`src/rtl/seq_divider_pkg.sv`:
```
// Shared definitions for the sequential restoring divider and its add/sub datapath.
package seq_divider_pkg;

    typedef enum logic [1:0] {
        IDLE = 2'd0,
        CALC = 2'd1,
        DONE = 2'd2
    } state_t;

    localparam logic SUB_MODE = 1'b1;

endpackage

```
`src/rtl/seq_divider_add_sub_unit.sv`:
```
// Parameterised add/subtract unit; control_in=1 computes a-b with carry_out=1 meaning no borrow.
module add_sub_unit #(
    parameter int unsigned WIDTH = 5
) (
    input  logic [WIDTH-1:0] a_in,
    input  logic [WIDTH-1:0] b_in,
    input  logic             control_in,
    output logic [WIDTH-1:0] sum_out,
    output logic             carry_out
);

    logic [WIDTH-1:0] b_eff;

    always_comb begin
        b_eff = b_in ^ {WIDTH{control_in}};
        {carry_out, sum_out} = {1'b0, a_in} + {1'b0, b_eff} + {{WIDTH{1'b0}}, control_in};
    end

endmodule

```
`src/rtl/seq_divider.sv`:
```
// Multi-cycle unsigned restoring divider, one quotient bit per clock, start/busy/done handshake.
module seq_divider
    import seq_divider_pkg::*;
#(
    parameter int unsigned WIDTH = 4
) (
    input  logic             clk_in,
    input  logic             reset_in,
    input  logic             start_in,
    input  logic [WIDTH-1:0] dividend_in,
    input  logic [WIDTH-1:0] divisor_in,
    output logic             busy_out,
    output logic             done_out,
    output logic [WIDTH-1:0] quotient_out,
    output logic [WIDTH-1:0] remainder_out,
    output logic             div_by_zero_out
);

    localparam int unsigned CNT_W = $clog2(WIDTH + 1);

    state_t           state, next_state;
    logic             accept;
    logic [CNT_W-1:0] count;
    logic [WIDTH:0]   rem;
    logic [WIDTH-1:0] quo;
    logic [WIDTH-1:0] dvsr;

    logic [WIDTH:0]   rem_shift;
    logic [WIDTH:0]   trial;
    logic             no_borrow;
    logic [WIDTH:0]   rem_next;
    logic [WIDTH-1:0] quo_next;

    add_sub_unit #(.WIDTH(WIDTH + 1)) u_add_sub (
        .a_in       (rem_shift),
        .b_in       ({1'b0, dvsr}),
        .control_in (SUB_MODE),
        .sum_out    (trial),
        .carry_out  (no_borrow)
    );

    // Restoring step: the partial remainder never exceeds the divisor, so its top bit
    // is always shifted out as zero.
    always_comb begin
        rem_shift = (rem << 1) | {{WIDTH{1'b0}}, quo[WIDTH-1]};
        rem_next  = no_borrow ? trial : rem_shift;
        quo_next  = {quo[WIDTH-2:0], no_borrow};
    end

    always_comb begin
        next_state = state;
        accept     = 1'b0;
        case (state)
            IDLE, DONE: begin
                next_state = IDLE;
                if (start_in) begin
                    accept     = 1'b1;
                    next_state = (divisor_in == '0) ? DONE : CALC;
                end
            end
            CALC: begin
                if (count == CNT_W'(1)) begin
                    next_state = DONE;
                end
            end
            default: next_state = IDLE;
        endcase
    end

    always_ff @(posedge clk_in) begin
        if (reset_in) begin
            state <= IDLE;
        end else begin
            state <= next_state;
        end
    end

    always_ff @(posedge clk_in) begin
        if (reset_in) begin
            count           <= '0;
            rem             <= '0;
            quo             <= '0;
            dvsr            <= '0;
            busy_out        <= 1'b0;
            done_out        <= 1'b0;
            quotient_out    <= '0;
            remainder_out   <= '0;
            div_by_zero_out <= 1'b0;
        end else begin
            busy_out <= (next_state == CALC);
            done_out <= (next_state == DONE);
            if (accept) begin
                dvsr <= divisor_in;
                if (divisor_in == '0) begin
                    quotient_out    <= '1;
                    remainder_out   <= dividend_in;
                    div_by_zero_out <= 1'b1;
                end else begin
                    rem             <= '0;
                    quo             <= dividend_in;
                    count           <= CNT_W'(WIDTH);
                    div_by_zero_out <= 1'b0;
                end
            end else if (state == CALC) begin
                rem   <= rem_next;
                quo   <= quo_next;
                count <= count - CNT_W'(1);
                if (count == CNT_W'(1)) begin
                    quotient_out  <= quo_next;
                    remainder_out <= rem_next[WIDTH-1:0];
                end
            end
        end
    end

endmodule

```
`config.mk`:
```
export PLATFORM = sky130hd
export DESIGN_NAME = seq_divider
export DESIGN_NICKNAME = d
export VERILOG_FILES = /design/src/rtl/seq_divider_pkg.sv /design/src/rtl/seq_divider_add_sub_unit.sv /design/src/rtl/seq_divider.sv
export SDC_FILE = /design/constraint.sdc
export NUM_CORES = 1
export LEC_CHECK = 0
export CELL_PAD_IN_SITES_DETAIL_PLACEMENT = 1
export CELL_PAD_IN_SITES_GLOBAL_PLACEMENT = 2
export CORE_ASPECT_RATIO = 0.9
export CORE_UTILIZATION = 33
export DETAILED_ROUTE_END_ITERATION = 10
export PLACE_DENSITY = 0.89
export SYNTH_ARGS = -nofsm -noshare
export SYNTH_HDL_FRONTEND = slang
export SYNTH_SLANG_ARGS = --single-unit
```
`constraint.sdc`:
```
create_clock -name clk_in -period 3.5 [get_ports clk_in]
set_clock_uncertainty 0.15 [all_clocks]
set_input_delay 0.875 -clock clk_in [delete_from_list [all_inputs] [get_ports clk_in]]
set_output_delay 0.875 -clock clk_in [all_outputs]
set_load 0.03 [all_outputs]
```
==> results.sh <==
export IMPL_seq_area_frac_synth_pct=41.3
export IMPL_ys_warn_count=0
export IMPL_cts_made_buffers=3
export IMPL_synth_edff_count=0
export IMPL_power_density_nw_per_um2=493
export IMPL_cp_data_required_time_ns=3.53
export IMPL_die_area_um2=4370
export IMPL_ys_flop_type="dfxtp_1"
export IMPL_fp_dieH_um=62.8
export IMPL_drt_iter0_drc=48
export IMPL_core_area_um2=3840
export IMPL_drv_cap=0
export IMPL_synth_seq_cells=28
export IMPL_slew_headroom_pct=56.0
export IMPL_cp_arrival_ns=2.75
export IMPL_remaining_drc_errors=0
export IMPL_io_pins=22
export IMPL_holdPathStages=2
export IMPL_grt_pass1_vias=1172
export IMPL_syn_to_final_growth_pct=22.8
export IMPL_postCtsHoldBufs=0
export IMPL_rsz0062_at_grt="false"
export IMPL_cts_root_buf="clkbuf_8"
export IMPL_clk_pin_slew_ns=0.10
export IMPL_synth_top_area_share_pct=41.3
export IMPL_via_per_inst=5.14
export IMPL_grtUsageTotal_pct=16.1
export IMPL_setup_ws_ns=0.780
export IMPL_cp_start_kind="primary input"
export IMPL_finalNetCount=195
export IMPL_stdcell_count=222
export IMPL_antennaDiodeCount=0
export IMPL_clk_latency_ns=0.27
export IMPL_syn_num_nets=175
export IMPL_dr_pass1_iters=4
export IMPL_post_place_ws_ns=0.482
export IMPL_fin_crit_sh_pct=77.7
export IMPL_fin_setup_tns_ns=0
export IMPL_syn_inst=157
export IMPL_hold_viol_final=0
export IMPL_cts_sinks=28
export IMPL_p_leak_nw=0.626
export IMPL_port_buffers=21
export IMPL_synthMostInstantiatedCell="dfxtp_1"
export IMPL_yosysTopAreaCell="dfxtp_1"
export IMPL_grt_pass1_wl_um=5690
export IMPL_drtAntennaViolNets=0
export IMPL_status="finished clean"
export IMPL_synth_common_cells="dfxtp_1, nand2_1, nor2_1"
export IMPL_crit_type="primary input to register"
export IMPL_dpl_hpwl_um=2560
export IMPL_multi_input_area_um2=732
export IMPL_slew_viol_final=0
export IMPL_peakVddDrop_mv=0.297
export IMPL_grt_overflow=0
export IMPL_wl_um=3240
export IMPL_post_synth_num_cell_types=40
export IMPL_avgSynthCellArea_um2=8.64
export IMPL_setup_violations=0
export IMPL_post_route_util_pct=43.4
export IMPL_power_total_uw=821
export IMPL_num_vias=1142
export IMPL_critPathMaxFanout=14
export IMPL_end_kind="register"
export IMPL_drive_gt1_share_pct=9.66
export IMPL_start_util_pct=35.4
export IMPL_fin_crit_ns=2.72
export IMPL_synthArstFlopShare_pct=0
export IMPL_post_drt_wl_per_cell_um=14.6
export IMPL_fillers=446
export IMPL_worst_pin_slew_ns=0.658
export IMPL_fmax_mhz=368
export IMPL_cts_tree="done"
export IMPL_cts_max_level=1
export IMPL_grt_max_degree=20
export IMPL_register_area_um2=561
export IMPL_std_cell_rows=21
export IMPL_clock_path_buffers=2
export IMPL_netlist_area_um2=1360
export IMPL_gp_congestion=0.753
export IMPL_antenna_found_initial=0
export IMPL_hp_class="register to register"
export IMPL_post_cts_repair_setup_buffers=0
export IMPL_die_w_um=69.6
export IMPL_synth_area_leaders="dfxtp_1, nand2_1, ha_1"
export IMPL_post_place_cells=218
export IMPL_reg2reg_depth=6
export IMPL_cts_resized=0
cell families after synthesis:
kind of cell | synth area share [%]
adders and majority gates | 7.01
AOI/OAI and AO/OA | 19.1
and+or+nand+nor | 25.5
xor gates and xnor gates | 1.29
DFF | 41.3
buffers and inverters | 4.70
muxes | 1.11
worst paths after layout:
kind / from / slack [ns] / to
worst min register to register: dvsr[1] / 0.31 / dvsr[1]
worst max register to register: rem[0] / 1.24 / remainder_out[1]
worst min-delay path: dvsr[1] / 0.31 / dvsr[1]
worst max-delay path: start_in / 0.78 / remainder_out[1]
cell type report:
type,count,share of cell area [%]
multi-input combinational,115,44.0
tap,46,3.46
clock inverter,1,1.80
timing repair buffer,22,13.1
sequential,28,33.7
clock buffer,3,2.48
inverter,7,1.58
stage by stage:
step / hold WS [ns] / cell area, um2
2_1_floorplan: 0.286 / 1360
3_3_place_gp: 0.298 / 1590
3_5_place_dp: 0.299 / 1590
4_1_cts: 0.312 / 1670
5_1_grt: 0.333 / 1670
6_report: 0.310 / 1670
flip-flops by register name, summed over array words and instances, names as in the netlist:
name	cells
dvsr	4
quo	4
quotient_out	4
rem	4
remainder_out	4
count	3
state	2
busy_out	1
div_by_zero_out	1
done_out	1
cells in the final DEF, fill, tap and decap left out, types with 2 or more instances in the layout:
master	Yosys	final
nor2_1	20	20
and2b_1	2	2
inv_1	7	7
a31oi_1	4	4
nand3_1	3	3
dfxtp_1	28	28
nand2b_1	4	4
xor2_1	2	2
nor3_2	2	2
o31ai_1	2	2
a21oi_1	12	12
nand2_1	23	23
a22o_1	2	2
clkbuf_8	0	3
ha_1	6	6
a311oi_1	5	5
nor3_1	5	5
clkdlybuf4s50_1	0	21
nor3b_1	2	2
o311a_1	2	2
worst max-delay path: stages:
cell and delay, ns:
clkdlybuf4s50_1 0.52, and2b_1 0.45, nand2_1 0.29, nand2_2 0.24, nor3b_1 0.08, a221o_1 0.29
where the power goes:
group          leakage (nW)  internal (mW)  total, mW  switching, mW
clock                0.0357          0.153      0.261          0.108
sequential            0.229          0.342      0.360         0.0175
combinational         0.361         0.0843      0.200          0.115
metal layers:
layer / GRT usage, % / part of all wire (%) / vias up
met2: 26.2 / 46 / 19
met1: 21.3 / 50 / 537
met5: 0 / 0 / -
li1: - / - / 584
met4: 3.57 / 0.56 / 0
met3: 4.35 / 3.5 / 2
Power figures use the tool's default switching activity.
